### src/rtl/fetch_pkg.sv
// Shared definitions for the instruction-fetch sequencing controller:
// state encodings, the default exception vector and the bubble instruction.
package fetch_pkg;

   typedef logic [2:0] fetch_state_t;

   localparam fetch_state_t BOOT     = 3'd0;
   localparam fetch_state_t RUN      = 3'd1;
   localparam fetch_state_t STALL    = 3'd2;
   localparam fetch_state_t REDIRECT = 3'd3;
   localparam fetch_state_t FLUSH    = 3'd4;

   localparam logic [31:0] EXC_VECTOR_DEFAULT = 32'h4000_0040;
   localparam logic [31:0] NOP_INST           = 32'h0000_0000;

endpackage

### src/rtl/sat_counter.sv
// Up-counter that sticks at all-ones instead of wrapping; used for the
// fetch performance counters.
module sat_counter #(
   parameter int unsigned CNT_W = 16
) (
   input  logic             clk,
   input  logic             rst_n,
   input  logic             inc,
   output logic [CNT_W-1:0] count
);

   logic [CNT_W-1:0] count_reg;

   always_ff @(posedge clk or negedge rst_n) begin
      if (!rst_n) begin
         count_reg <= '0;
      end else if (inc && (count_reg != {CNT_W{1'b1}})) begin
         count_reg <= count_reg + 1'b1;
      end
   end

   assign count = count_reg;

endmodule

### src/rtl/fetch_ctrl.sv
// Fetch-stage sequencer: arbitrates exception/branch/stall requests and
// drives the PC/IF hold and fetch-mux select controls, with flush bubbles.
module fetch_ctrl
   import fetch_pkg::*;
#(
   parameter int unsigned BOOT_CYCLES  = 2,
   parameter int unsigned FLUSH_CYCLES = 1,
   parameter logic [31:0] EXC_VECTOR   = EXC_VECTOR_DEFAULT,
   parameter int unsigned CNT_W        = 16
) (
   input  logic             clk,
   input  logic             rst_n,
   input  logic             stall_req,
   input  logic             br_req,
   input  logic [31:0]      br_target,
   input  logic             exc_req,
   input  logic [31:0]      exc_pc,
   output logic             hold_pc,
   output logic             hold_if,
   output logic             br,
   output logic             except,
   output logic [31:0]      pc_branch,
   output logic             flush_id,
   output logic [31:0]      epc,
   output logic [CNT_W-1:0] stall_cnt,
   output logic [CNT_W-1:0] redir_cnt
);

   localparam logic [3:0] BOOT_LOAD  = 4'(BOOT_CYCLES - 1);
   localparam logic [3:0] FLUSH_LOAD = 4'(FLUSH_CYCLES - 1);

   fetch_state_t state_reg, state_next;
   logic [3:0]   cnt_reg, cnt_next;
   logic         kind_reg, kind_next;
   logic [31:0]  pc_branch_reg, pc_branch_next;
   logic [31:0]  epc_reg, epc_next;
   logic         take_redirect;

   always_comb begin
      state_next     = state_reg;
      cnt_next       = cnt_reg;
      kind_next      = kind_reg;
      pc_branch_next = pc_branch_reg;
      epc_next       = epc_reg;
      take_redirect  = 1'b0;

      case (state_reg)
         BOOT: begin
            if (cnt_reg == 4'd0) state_next = RUN;
            else                 cnt_next   = cnt_reg - 4'd1;
         end
         RUN, STALL: begin
            if (exc_req) begin
               pc_branch_next = EXC_VECTOR;
               epc_next       = exc_pc;
               kind_next      = 1'b1;
               state_next     = REDIRECT;
               take_redirect  = 1'b1;
            end else if (br_req) begin
               pc_branch_next = br_target;
               kind_next      = 1'b0;
               state_next     = REDIRECT;
               take_redirect  = 1'b1;
            end else if (stall_req) begin
               state_next = STALL;
            end else begin
               state_next = RUN;
            end
         end
         REDIRECT: begin
            state_next = FLUSH;
            cnt_next   = FLUSH_LOAD;
         end
         FLUSH: begin
            // Only exceptions are honoured here; branches/stalls are wrong-path.
            if (exc_req) begin
               pc_branch_next = EXC_VECTOR;
               epc_next       = exc_pc;
               kind_next      = 1'b1;
               state_next     = REDIRECT;
               take_redirect  = 1'b1;
            end else if (cnt_reg == 4'd0) begin
               state_next = RUN;
            end else begin
               cnt_next = cnt_reg - 4'd1;
            end
         end
         default: begin
            state_next = BOOT;
            cnt_next   = BOOT_LOAD;
         end
      endcase
   end

   always_ff @(posedge clk or negedge rst_n) begin
      if (!rst_n) begin
         state_reg     <= BOOT;
         cnt_reg       <= BOOT_LOAD;
         kind_reg      <= 1'b0;
         pc_branch_reg <= NOP_INST;
         epc_reg       <= '0;
      end else begin
         state_reg     <= state_next;
         cnt_reg       <= cnt_next;
         kind_reg      <= kind_next;
         pc_branch_reg <= pc_branch_next;
         epc_reg       <= epc_next;
      end
   end

   always_comb begin
      hold_pc  = 1'b0;
      hold_if  = 1'b0;
      flush_id = 1'b0;
      br       = 1'b0;
      except   = 1'b0;
      case (state_reg)
         BOOT: begin
            hold_pc  = 1'b1;
            hold_if  = 1'b1;
            flush_id = 1'b1;
         end
         STALL: begin
            hold_pc = 1'b1;
            hold_if = 1'b1;
         end
         REDIRECT: begin
            hold_if  = 1'b1;
            flush_id = 1'b1;
            br       = ~kind_reg;
            except   = kind_reg;
         end
         FLUSH: begin
            flush_id = 1'b1;
         end
         default: begin
            hold_pc = 1'b0;
         end
      endcase
   end

   assign pc_branch = pc_branch_reg;
   assign epc       = epc_reg;

   sat_counter #(.CNT_W(CNT_W)) u_stall_cnt (
      .clk   (clk),
      .rst_n (rst_n),
      .inc   (state_reg == STALL),
      .count (stall_cnt)
   );

   sat_counter #(.CNT_W(CNT_W)) u_redir_cnt (
      .clk   (clk),
      .rst_n (rst_n),
      .inc   (take_redirect),
      .count (redir_cnt)
   );

endmodule

### config.mk
export PLATFORM = sky130hd
export DESIGN_NAME = fetch_ctrl
export DESIGN_NICKNAME = d
export VERILOG_FILES = /design/src/rtl/fetch_pkg.sv /design/src/rtl/sat_counter.sv /design/src/rtl/fetch_ctrl.sv
export SDC_FILE = /design/constraint.sdc
export NUM_CORES = 1
export LEC_CHECK = 0
export ABC_AREA = 1
export CORE_AREA = 3 3 120 111
export CTS_CLUSTER_DIAMETER = 50
export DETAILED_ROUTE_END_ITERATION = 10
export DIE_AREA = 0 0 123 114
export PLACE_DENSITY = 0.81
export SLEW_MARGIN = 20
export SYNTH_ARGS = -nofsm -noshare
export SYNTH_HDL_FRONTEND = slang
export SYNTH_SLANG_ARGS = --single-unit
### constraint.sdc
create_clock -name clk -period 1.6 [get_ports clk]
set_input_delay 0.16 -clock clk [delete_from_list [all_inputs] [get_ports clk]]
set_output_delay 0.16 -clock clk [all_outputs]
set_load 0.05 [all_outputs]
# Word level (Yosys, flattened, before mapping)
# Index checks and enable logic that the tools add are counted.
totals:
  register_bits: 104
  input_bits: 69
  output_inout_bits: 101
classes:
  add_sub_neg: 3
  n_eq_ne: 9
  muxes: 26
  bitwise_logic: 2
  reduce_logical: 13
op_table:
  columns: ["operator", "count"]
  rows:
  - ["$mux 32", 3]
  - ["$pmux 32 s2", 1]
  - ["$add 16x1->16 const B", 2]
  - ["$ne 16x16->1 const B", 2]
  - ["$pmux 4 s4", 1]
  - ["$pmux 3 s4", 1]
  - ["$mux 1", 11]
  - ["$reduce_or 3->1", 3]
  - ["$mux 4", 2]
  - ["$eq 3x2->1 const B", 2]
  - ["$mux 2", 3]
  - ["$mux 3", 2]
  - ["$logic_not 4->1", 1]
  - ["$ne 2x2->1 const B", 2]
  - ["$pmux 1 s2", 2]
  - ["$reduce_and 2->1", 2]
  - ["$reduce_or 2->1", 2]
  - ["$sub 4x1->4 const B", 1]
  - ["$eq 3x1->1 const B", 1]
  - ["$eq 3x3->1 const B", 1]
  - ["$logic_not 3->1", 1]
  - ["$ne 3x3->1 const B", 1]
  - ["$reduce_and 3->1", 1]
  - ["$logic_and 1x1->1", 2]
  - ["other kinds (2)", 3]

# Longest topological paths before layout
# Gate-level depths: netlist of run 1.
depth:
  ltp_word: 4
  mapped_depth: 10
  ltp_nobuf: 9

# By module
# Synthesis of run 1 repeated with hierarchy kept, for this count alone.
unflattened:
  hier_cells: 713
  area_unflattened_um2: 5410.2
modules_own_cells:
  columns: ["mod", "instances", "cells_per_inst", "area_each_um2"]
  rows:
  - ["fetch_ctrl", 1, 415, 3293.2]
  - ["sat_counter", 2, 149, 1058.5]

# Least setup slack after synthesis of run 1
# No wires, ideal clock.
synth_timing:
  kind: "reg-to-reg"
  from: "register state_reg[0]"
  to: "register u_stall_cnt.count_reg[11] (netlist: u_stall_cnt.count[11])"
  setup_time_ns: 0.127
  t_arrival_ns: 1.786
  required_ns: 1.473
  path_slack_ns: -0.313
  path_stages_with_launch: 6
  n_path_buf: 1
  period_less_slack_ns: 1.913
  path_cell_list: "dfrtp_1 -> nor2_1 -> nand2_1 -> nor2_1 -> buf_2 -> o21ai_0"
synth_between:
  elab_chain_len: 2
synth_lines:
  columns: ["element", "line_no", "source"]
  rows:
  - ["from (decl)", "fetch_ctrl.sv:32", "fetch_state_t state_reg, state_next;"]
  - ["from (signal assigned)", "fetch_ctrl.sv:103", "state_reg <= state_next;"]
  - ["$eq 3x2->1", "fetch_ctrl.sv:148", ".inc (state_reg == STALL),"]
  - ["$logic_and 1x1->1", "sat_counter.sv:17", "end else if (inc && (count_reg != {CNT_W{1'b1}})) begin"]
  - ["to (signal assigned)", "sat_counter.sv:18", "count_reg <= count_reg + 1'b1;"]
  - ["to (decl)", "sat_counter.sv:12", "logic [CNT_W-1:0] count_reg;"]
# No other way between the ends.
# A chain may end at the register's enable or synchronous reset.

# Final worst setup path of run 1
layout_timing:
  from: "register state_reg[1]"
  to: "output flush_id"
layout_between:
  elab_chain_len: 3
layout_lines:
  columns: ["element", "line_no", "source"]
  rows:
  - ["$eq 3x3->1 (tied with other cells)", "fetch_ctrl.sv:117", "case (state_reg)"]
  - ["$reduce_or 3->1 (no line) (*)", null, null]
  - ["$mux 1 (*)", "fetch_ctrl.sv:117", null]
  - ["to (decl)", "fetch_ctrl.sv:23", "output logic flush_id,"]
# Mark *: on every way between the ends. The rest lies on a longest branch, timed or not.

==> results of run 1 <==
## through the flow
stage	setup slack (ps)	hold slack, ps
after global placement	73.9	284
after CTS	26.2	336
after global routing	-29.3	360
final	53.6	353
after floorplan	0.329	-136
after detailed placement	15.6	281
## layout make-up
type | count | area, um^2
Clock inverter | 5 | 62.6
Multi-Input combinational cell | 442 | 2080
Tap cell | 160 | 200
Timing Repair Buffer | 200 | 1830
Clock buffer | 11 | 253
Sequential cell | 104 | 2630
Inverter | 65 | 251
Fill cell | 1066 | 4720
## power breakdown
part	internal [mW]	switching [mW]
sequential	3.50	0.598
clock	1.31	1.00
combinational	2.86	5.45
## cell usage in the layout (no fill, tap or decap)
cell and n:
nand3_1 49, nor3_1 1, nor2_4 3, clkinv_4 1, xnor2_1 10, clkinvlp_4 2
clkbuf_8 2, o21ai_1 2, ha_1 2, nor2_1 43, bufinv_16 1, nand3_4 1
inv_2 3, inv_8 1, ha_4 2, inv_6 1, o21ai_2 1, clkbuf_16 9
xor2_1 5, buf_4 119, dlygate4sd3_1 1, a31oi_1 1, buf_12 13, nand2_8 1
inv_1 61, or2_2 1, nand2_1 245, dfrtp_2 22, nand2_2 6, nand4_1 10
dfrtp_1 81, nand2_4 3, nor2_2 3, o211ai_1 1, nand3_2 4, clkdlybuf4s50_1 67
a21oi_1 1, o21ai_0 47, dfstp_2 1
## how the worst min path moves through the flow
stage,end,slack (ps),cells after the start
finish,pc_branch[17],350,3
global route,pc_branch[20],360,3
CTS,pc_branch[17],340,3
detailed placement,u_stall_cnt.count[6],280,2
global placement,u_stall_cnt.count[6],280,2
floorplan,cnt_reg[1],-140,0
## metal layers
layer	global-route usage [%]	part of all wire (%)	wire (um)	up-vias
met1	22.0	42	5430	2146
met4	6.05	1.7	218	0
met3	6.45	7.7	1000	16
met2	32.2	49	6330	120
li1	-	-	-	2349
met5	0	0	0	-
## worst min-delay path, cell delays in order
cell and delay, ps:
clkdlybuf4s50_1 390, inv_1 40, o21ai_0 70
## what timing repair did
action	4_1_cts	5_1_grt
gates cloned	0	1
pin swaps	0	5
setup buffers	1	7
hold buffers	1	0
resized for setup	2	16
setup endpoints to repair	3	68
hold endpoints to repair	103	0
## logic make-up (layout without fill, tap and decap cells)
family	count (synthesis)	count (layout)	synth area share [%]
XOR/XNOR	15	15	2.65
flip-flops	104	104	52.5
AO/OA/AOI/OAI	53	53	5.50
AND/OR/NAND/NOR	369	370	30.7
buffers and inverters	84	281	7.65
adder cells (fa/ha/maj)	4	4	1.01
==> qor.txt, run 1 <==
Largest net degree at the start of global routing - 105
Design area - 7310 um^2
Vias in the first global route - 4501
Slew @ Worst Pin - 575 ps
Gpl congestion - 0.865
Yosys reg bits - 104
NumNets Final - 895
Critical Path Max Stage Delay - 440 ps
Total congestion overflow - 0
Worst R2R Setup Slack - 110 ps
Data arrival time of the worst path - 1390 ps
GRT Util Overall - 18.7%
Vias - 4631
Synth cell count leaders - nand2_1, dfrtp_1, inv_1, nand3_1
Setup crit end - flush_id
Final setup TNS - 0 ps
CTS Buffer Depth - 2
DR iter-0 viols - 217
Synth cell types - 28
Max-cap viol count - 0
Slowest CP cell - dfrtp_2
Num CTS Buffers - 9
Core Rows - 38
Chip height - 114 um
Starting density of the core - 41.2%
Placed cells - 961
CP startpoint - state_reg[1]
Synth Cell Area - 4960 um^2
Core Area - 12000 um^2
DP Area - 6850 um^2
Number of synthesized flops with an enable pin - 0
CTS tree - done
Setup crit end kind - primary output
Post-Synthesis Cells - 629
Skew-Pair Late Insertion Delay - 350 ps
Mapped Nets - 702
Post-synth ARST share - 100%
Num ports - 170
Most common cell on crit path - buf_4
Kind of cell adding the most delay to the critical path - flip-flops
Clock Sinks - 104
Root buf cell - clkbuf_16
Seq/Total Area, Yosys - 52.5%
HP Class - in -> reg
Layout cell share with drive strength beyond 1 - 24.2%
WL final - 13000 um
Status - finished, final reports clean
Fin crit share - 96.6%
Top-count cell post-synth - nand2_1
Top-area cell type share of the netlist area - 52.0%
Tmin final - 1550 ps
Cell Chain, Critical Path - buf_4 -> nand3_2 -> buf_4 -> nand2_2 -> buf_12
FF-to-FF End - u_stall_cnt.count[6]
Critical path data required time - 1440 ps
Synth top area cells - dfrtp_1, nand2_1, nand3_1, o21ai_0, inv_1
Max-slew headroom - 61.7%
H-tree depth - 3
Total power - 14.7 mW
Antenna violations before repair - 0
CTS clk-pin slew, worst paths - 70 ps
Critical path depth - 5
Leak pwr - 3.66 nW
Type of origin of the critical path - flop
Post-DRT Antenna Nets - 0
First-pass GRT wire length - 20900 um
Hold Vio Cnt, Final - 0
Unrepaired setup endpoints after global routing - true
Buf/Inv on CP - 3
Cell taking the most area after synthesis - dfrtp_1
Port bufs - 169
Count of final max-slew check failures - 0
# DRC - 0
Number of cells on the worst reg-to-reg path - 8
Reg2reg start - u_stall_cnt.count[1]
YS warnings - 0
Worst VDD drop - 0.00125 V
Layout Utilization - 60.8%
Max Clock Skew - 10.7 ps
Die ar. - 14000 um^2
DPL Wire Length - 9110 um
# diodes - 0
Vias per inst - 4.69
Top_reg_cell synth - dfrtp_1
Synthesis-to-finish area growth - 47.5%
Drt first pass iters - 4
Fmax - 647 MHz
Fin cells - 987
Die width - 123 um
PD cells - 2010 nW/um^2
Avg Synthesized Cell Area - 7.88 um^2
Min-delay src - br_target[17]
CP Class - reg -> out
CP Max Fanout - 5
# setup viols final - 0
Routed WL per cell - 13.2 um
Note: power is estimated with default switching activity, not from simulation.
==> run 2: changes to the inputs <==
CAP_MARGIN = 0   (was default)
==> results of run 2 <==
Final layout, timing and power as in run 1 (identical DEF).
